## config.mk

```make
export PLATFORM = sky130hd
export DESIGN_NAME = light_lum_quantizer_flat
export DESIGN_NICKNAME = d
export VERILOG_FILES = /design/src/rtl/light_pkg.sv /design/src/rtl/light_lum_quantizer_if.sv /design/src/rtl/lum_to_code.sv /design/src/rtl/light_lum_quantizer.sv /design/src/flat_wrapper.sv
export SDC_FILE = /design/constraint.sdc
export NUM_CORES = 1
export LEC_CHECK = 0
export CORE_ASPECT_RATIO = 0.8
export CORE_MARGIN = 2
export CORE_UTILIZATION = 45
export DETAILED_ROUTE_END_ITERATION = 16
export HOLD_SLACK_MARGIN = 0.05
export PLACE_DENSITY_LB_ADDON = 0.1
export SYNTH_ARGS = -nofsm -noshare
export SYNTH_HDL_FRONTEND = slang
export SYNTH_SLANG_ARGS = --single-unit
```

## constraint.sdc

```tcl
create_clock -name clk -period 9.4 [get_ports clk]
set_clock_uncertainty 0.2 [all_clocks]
set_input_delay 1.88 -clock clk [delete_from_list [all_inputs] [get_ports clk]]
set_output_delay 1.88 -clock clk [all_outputs]
set_load 0.1 [all_outputs]
```

## src/rtl/light_pkg.sv

```systemverilog
// Shared definitions for the light sensing path: code width, idle code,
// lumen-to-code table constants and the quantizer FSM state type.
package light_pkg;

    localparam int          LIGHT_CODE_W     = 4;
    localparam logic [3:0]  LIGHT_IDLE_CODE  = 4'b1000;
    localparam int          LUM_BASE         = 6000;
    localparam int          LUM_STEP         = 500;
    localparam int          LUM_MAX_CODE_LUM = 13200;
    localparam int          NUM_THRESH       = 15;

    typedef enum logic [1:0] {
        ACCUM,
        QUANT,
        PUBLISH
    } state_t;

    // Lumen threshold that must be met for code k (k = 1..15). The top
    // step is clipped to 13200 lm rather than following the 500 lm ramp.
    function automatic int lum_threshold(input int k);
        return (k == NUM_THRESH) ? LUM_MAX_CODE_LUM : (LUM_BASE + LUM_STEP * k);
    endfunction

endpackage

```

## src/rtl/light_lum_quantizer_if.sv

```systemverilog
// Sample handshake and code output bundle of the light lumen quantizer.
// master = sensor side / consumer, slave = the quantizer itself.
interface light_lum_quantizer_if #(
    parameter int LUM_W = 14
);
    logic [LUM_W-1:0] sample;
    logic             sample_valid;
    logic             sample_ready;
    logic [3:0]       light_code;
    logic             code_valid;
    logic [LUM_W-1:0] avg_lum;

    modport master (
        output sample, sample_valid,
        input  sample_ready, light_code, code_valid, avg_lum
    );

    modport slave (
        input  sample, sample_valid,
        output sample_ready, light_code, code_valid, avg_lum
    );
endinterface

```

## src/rtl/lum_to_code.sv

```systemverilog
// Combinational lumen-to-code mapper: the code is the number of table
// thresholds the average meets or exceeds, so no divider is needed.
module lum_to_code
    import light_pkg::*;
#(
    parameter int LUM_W = 14
) (
    input  logic [LUM_W-1:0]        avg,
    output logic [LIGHT_CODE_W-1:0] code
);

    logic [31:0] avg_ext;

    assign avg_ext = 32'(avg);

    // Threshold bank: count how many of T1..T15 the average reaches.
    always_comb begin
        code = '0;
        for (int k = 1; k <= NUM_THRESH; k++) begin
            if (avg_ext >= 32'(lum_threshold(k))) begin
                code = code + LIGHT_CODE_W'(1);
            end
        end
    end

endmodule

```

## src/rtl/light_lum_quantizer.sv

```systemverilog
// Light lumen quantizer: averages windows of 2^LOG2_N raw lumen samples and
// publishes a 4-bit light code per window for the light controller.
// Optional macro LIGHT_LUM_QUANT_HYST_EN: a code is only published once two
// consecutive windows agree on it.
module light_lum_quantizer
    import light_pkg::*;
#(
    parameter int LUM_W  = 14,
    parameter int LOG2_N = 3
) (
    input  logic                  clk,
    input  logic                  rst_n,
    input  logic                  en,
    light_lum_quantizer_if.slave  bus
);

    localparam int ACC_W = LUM_W + LOG2_N;
    localparam logic [LOG2_N-1:0] LAST_COUNT = '1;

    state_t                  state;
    state_t                  next_state;
    logic [ACC_W-1:0]        acc;
    logic [LOG2_N-1:0]       count;
    logic                    xfer;
    logic [LUM_W-1:0]        avg;
    logic [LIGHT_CODE_W-1:0] code;
    logic [LIGHT_CODE_W-1:0] light_code_q;
    logic [LUM_W-1:0]        avg_q;
    logic                    publish_q;
`ifdef LIGHT_LUM_QUANT_HYST_EN
    logic [LIGHT_CODE_W-1:0] cand_q;
`endif

    assign xfer = bus.sample_valid && bus.sample_ready;
    assign avg  = acc[ACC_W-1:LOG2_N];

    assign bus.light_code = light_code_q;
    assign bus.avg_lum    = avg_q;

    lum_to_code #(
        .LUM_W (LUM_W)
    ) u_lum_to_code (
        .avg  (avg),
        .code (code)
    );

    // State register.
    always_ff @(posedge clk or negedge rst_n) begin
        if (!rst_n) begin
            state <= ACCUM;
        end else begin
            state <= next_state;
        end
    end

    // Next state: dropping en abandons whatever is in flight.
    always_comb begin
        next_state = state;
        if (!en) begin
            next_state = ACCUM;
        end else begin
            case (state)
                ACCUM:   if (xfer && (count == LAST_COUNT)) next_state = QUANT;
                QUANT:   next_state = PUBLISH;
                PUBLISH: next_state = ACCUM;
                default: next_state = ACCUM;
            endcase
        end
    end

    // Handshake and publish strobe; gated by en so a flush never pulses.
    always_comb begin
        bus.sample_ready = en && (state == ACCUM);
        bus.code_valid   = en && (state == PUBLISH) && publish_q;
    end

    // Window accumulation, averaging and code register update.
    always_ff @(posedge clk or negedge rst_n) begin
        if (!rst_n) begin
            acc          <= '0;
            count        <= '0;
            avg_q        <= '0;
            light_code_q <= LIGHT_IDLE_CODE;
            publish_q    <= 1'b0;
`ifdef LIGHT_LUM_QUANT_HYST_EN
            cand_q       <= LIGHT_IDLE_CODE;
`endif
        end else if (!en) begin
            acc   <= '0;
            count <= '0;
`ifdef LIGHT_LUM_QUANT_HYST_EN
            cand_q <= light_code_q;
`endif
        end else begin
            case (state)
                ACCUM: begin
                    if (xfer) begin
                        acc   <= acc + ACC_W'(bus.sample);
                        count <= count + LOG2_N'(1);
                    end
                end
                QUANT: begin
                    avg_q <= avg;
`ifdef LIGHT_LUM_QUANT_HYST_EN
                    cand_q    <= code;
                    publish_q <= (code == cand_q);
                    if (code == cand_q) begin
                        light_code_q <= code;
                    end
`else
                    publish_q    <= 1'b1;
                    light_code_q <= code;
`endif
                end
                PUBLISH: begin
                    acc   <= '0;
                    count <= '0;
                end
                default: begin
                    acc   <= '0;
                    count <= '0;
                end
            endcase
        end
    end

endmodule

```

## src/flat_wrapper.sv

```systemverilog
// flat-port wrapper written by rule: the top's interface ports become plain ports
module light_lum_quantizer_flat import light_pkg::*;
#(
    parameter int LUM_W  = 14,
    parameter int LOG2_N = 3
)
  (clk, rst_n, en, bus_sample, bus_sample_valid, bus_sample_ready, bus_light_code, bus_code_valid, bus_avg_lum);
  light_lum_quantizer_if #(.LUM_W(LUM_W)) bus_i ();
  input  logic clk;
  input  logic rst_n;
  input  logic en;
  input wire logic [$bits(bus_i.sample)-1:0] bus_sample;
  input wire logic [$bits(bus_i.sample_valid)-1:0] bus_sample_valid;
  output wire logic [$bits(bus_i.sample_ready)-1:0] bus_sample_ready;
  output wire logic [$bits(bus_i.light_code)-1:0] bus_light_code;
  output wire logic [$bits(bus_i.code_valid)-1:0] bus_code_valid;
  output wire logic [$bits(bus_i.avg_lum)-1:0] bus_avg_lum;
  assign bus_i.sample = bus_sample;
  assign bus_i.sample_valid = bus_sample_valid;
  assign bus_sample_ready = bus_i.sample_ready;
  assign bus_light_code = bus_i.light_code;
  assign bus_code_valid = bus_i.code_valid;
  assign bus_avg_lum = bus_i.avg_lum;
  light_lum_quantizer #(.LUM_W(LUM_W), .LOG2_N(LOG2_N)) u_core (.clk(clk), .rst_n(rst_n), .en(en), .bus(bus_i));
endmodule
```

==> parameters.txt <==
Parameter                              Value

Run status
  Run status    finished, final reports clean

Floorplan
  Die boundary width    111 um
  Die outline height    89.6 um
  Std-Cell Rows    31
  Top-Level Pins    38
  Core Region    0.00900 sq mm
  Die footprint    0.00995 sq mm
  Initial cell density of the core    45.8%

Yosys
  Most common cell in the synthesized netlist    sky130_fd_sc_hd__nand2_1
  EDFF count, synth    0
  FF+latch count, synth    41
  Mapped Nets    535
  Share of synthesized registers carrying an async set or reset    100%
  Share of the synthesized area in the top cell type    24.3%
  Unique masters post-synth    76
  Cell types with the largest area share after synthesis    sky130_fd_sc_hd__dfrtp_1 24%, sky130_fd_sc_hd__ha_1 8.8%, sky130_fd_sc_hd__nand2_1 7.4%
  Mapped cell area    0.00413 sq mm
  Most common flop cell mapped by yosys    sky130_fd_sc_hd__dfrtp_1
  Mean instance size in the synthesized netlist    8.47 sq um
  Synth cell count leaders    81 x sky130_fd_sc_hd__nand2_1, 46 x sky130_fd_sc_hd__a21oi_1, 40 x sky130_fd_sc_hd__dfrtp_1
  Dominant cell type by area after synthesis    sky130_fd_sc_hd__dfrtp_1
  Sequential cell area fraction in the yosys report    24.9%
  Ys Warns    0
  Gate Count Post-Synth    487

GRT
  Global-route usage over all layers    20.8%
  Largest net degree at the start of global routing    42
  Vias in the first global route    3228
  Initial antenna violation count    0
  Global-route wire length before repair    16800 um
  GR Overflow Total    0

Layout
  Area Overhead vs Synth    12.9%
  Area of the multi-input gates    0.00287 sq mm
  Final #Nets    555
  Register Area    0.00103 sq mm
  Count of fill cells added during filler insertion    870
  Antenna diode count    0
  Share of post-route cells with drive strength above 1    11.6%

STA
  Transition time of the tightest slew-check pin    0.998 ns
  Maximum achievable frequency    115 MHz
  Final max-slew violation count    0
  Ratio of final minimum period to clock period    92.9%
  Min Tclk post-route    8.73 ns
  Unrepaired setup endpoints after global routing    no
  Setup total negative slack    0 ns
  Remaining max-slew budget at the tightest pin    33.3%
  Final count of hold timing violations    0
  Setup-failing EPs final    0

Clock tree
  TritonCTS clock tree    yes
  Total number of clock tree sinks    41
  CTS hold repair buffers    0
  Maximum buffer depth of the clock tree    2
  Inserted Clock Buffers    5
  Clock Root Buffer    sky130_fd_sc_hd__clkbuf_16
  Htree depth    2
  PostCTS Resize Cnt    0
  Clock edge transition at the registers on the reported setup and hold paths    0.06 ns
  Clock insertion delay at the later pin of the skew report    0.28 ns
  Post-CTS setup-driven buffer insertion count    0

Detailed routing
  Number of design-rule violations left by the first detailed-router iteration    187
  Number of optimization iterations in the first detailed-route pass    4
  Antenna-violating nets left    0
  Drc violations    0
  Via-to-Cell Ratio    5.69
  Vias after detailed routing    3544
  Final wirelength    9910 um
  Routed wire length per instance    15.9 um

Critical path
  Arrival time at the worst endpoint    8.71 ns
  Setup crit start kind    flip-flop
  Critical setup path kind    reg -> reg
  Slowest Stage Delay on Critical Path    0.71 ns
  Internal reg-to-reg setup slack    0.67 ns
  Largest fanout on the critical path    18
  Capturing element type of the critical path    flip-flop
  Critical-path cell with the highest stage delay    sky130_fd_sc_hd__dfrtp_1
  Critical Path RT    9.38 ns
  Most frequent CP cell    sky130_fd_sc_hd__ha_1

Pwr
  Final Total Pwr    0.000515 W
  Maximum vdd ir drop    0.0000779 V
  Static leakage    2.04 nW
  Cell Pwr Density    111 mW/mm^2

Job
  Max-cap violations    0

Placed design
  Input/output buffers    37
  Final weighted congestion of routability-driven global placement    0.843
  HPWL after detailed placement    7560 um

Worst hold path
  Tightest Hold Check Type    reg -> reg
[sequential cells by signal, summed over array words and instances, names as in the netlist]
name and flops:
u_core.acc 17, u_core.state 2, u_core.bus.avg_lum 14, u_core.publish_q 1
u_core.count 3, u_core.bus.light_code 4
[cell families (layout without fill, tap and decap cells)]
family | count (synthesis) | count (layout) | share of synthesized area [%]
adder cells (fa/ha/maj) | 30 | 30 | 9.28
AND/OR/NAND/NOR | 167 | 167 | 20.3
flip-flops | 41 | 41 | 24.9
AO/OA/AOI/OAI | 138 | 138 | 23.1
buffers and inverters | 49 | 70 | 5.58
multiplexers | 15 | 15 | 4.00
XOR/XNOR | 47 | 47 | 12.9
[path summary, 6_finish.rpt]
check,start,end,depth (start not counted)
hold / removal,u_core.publish_q$_DFFE_PN0P_,u_core.publish_q$_DFFE_PN0P_,1
setup / recovery,u_core.acc[11]$_DFFE_PN0P_,u_core.bus.light_code[3]$_DFFE_PN1P_,37
setup reg to reg,u_core.acc[11]$_DFFE_PN0P_,u_core.bus.light_code[3]$_DFFE_PN1P_,37
min in group asynchronous,rst_n,u_core.bus.avg_lum[1]$_DFFE_PN0P_,1
max in group asynchronous,rst_n,u_core.acc[7]$_DFFE_PN0P_,1
hold reg to reg,u_core.publish_q$_DFFE_PN0P_,u_core.publish_q$_DFFE_PN0P_,1
[worst max-delay path: cells and delay by family (launching register included)]
family	cells	cell delay (ns)
AOI/OAI and AO/OA	13	2.22
and+or+nand+nor	9	1.83
adders and majority gates	6	1.83
xor gates and xnor gates	6	1.50
DFF	1	0.71
buffers and inverters	3	0.29
[layout make-up]
type | instances | area share, %
repair buffers | 39 | 8.17
multi-input cells | 397 | 61.6
inverters | 23 | 1.85
clock buffers | 5 | 2.69
well taps | 115 | 3.09
clock inverters | 3 | 0.457
flip-flops and latches | 41 | 22.2
[report_power, final]
group          total, W  switching, W  internal, W
clock network  0.000170     0.0000711    0.0000988
logic          0.000125     0.0000689    0.0000557
registers      0.000221     0.0000341     0.000186
[metrics by stage]
| step | setup slack, ns | instances | utilization (%) | cell area, sq um | hold WS, ns |
|---|---|---|---|---|---|
| finish | 0.672 | 623 | 51.8 | 4660 | 0.267 |
| global route | 0.0128 | 623 | 51.8 | 4660 | 0.291 |
| CTS | 0.692 | 623 | 51.7 | 4650 | 0.268 |
| detailed placement | 0.726 | 615 | 50.1 | 4510 | 0.255 |
| global placement | 0.930 | 615 | 50.1 | 4510 | 0.243 |
| floorplan | 1.45 | 487 | - | 4130 | 0.226 |
[cells in the final DEF (no fill, tap or decap), types with 8 or more instances in the layout]
cell / count
sky130_fd_sc_hd__and2_1: 8
sky130_fd_sc_hd__xnor2_1: 26
sky130_fd_sc_hd__inv_1: 21
sky130_fd_sc_hd__nand2_1: 81
sky130_fd_sc_hd__xor2_1: 12
sky130_fd_sc_hd__o21ai_0: 25
sky130_fd_sc_hd__ha_1: 29
sky130_fd_sc_hd__nor2_1: 28
sky130_fd_sc_hd__a21oi_1: 46
sky130_fd_sc_hd__mux2_2: 12
sky130_fd_sc_hd__dfrtp_1: 36
sky130_fd_sc_hd__clkdlybuf4s50_1: 36
[per-layer routing]
metal / global-route usage [%] / vias up / part of all wire (%)
met2: 30.3 / 73 / 40
met1: 33.8 / 1692 / 55
met4: 1.68 / 0 / 0.11
met3: 2.89 / 2 / 4.0
li1: - / 1777 / -
met5: 0 / - / 0
Power figures use the tool's default switching activity.
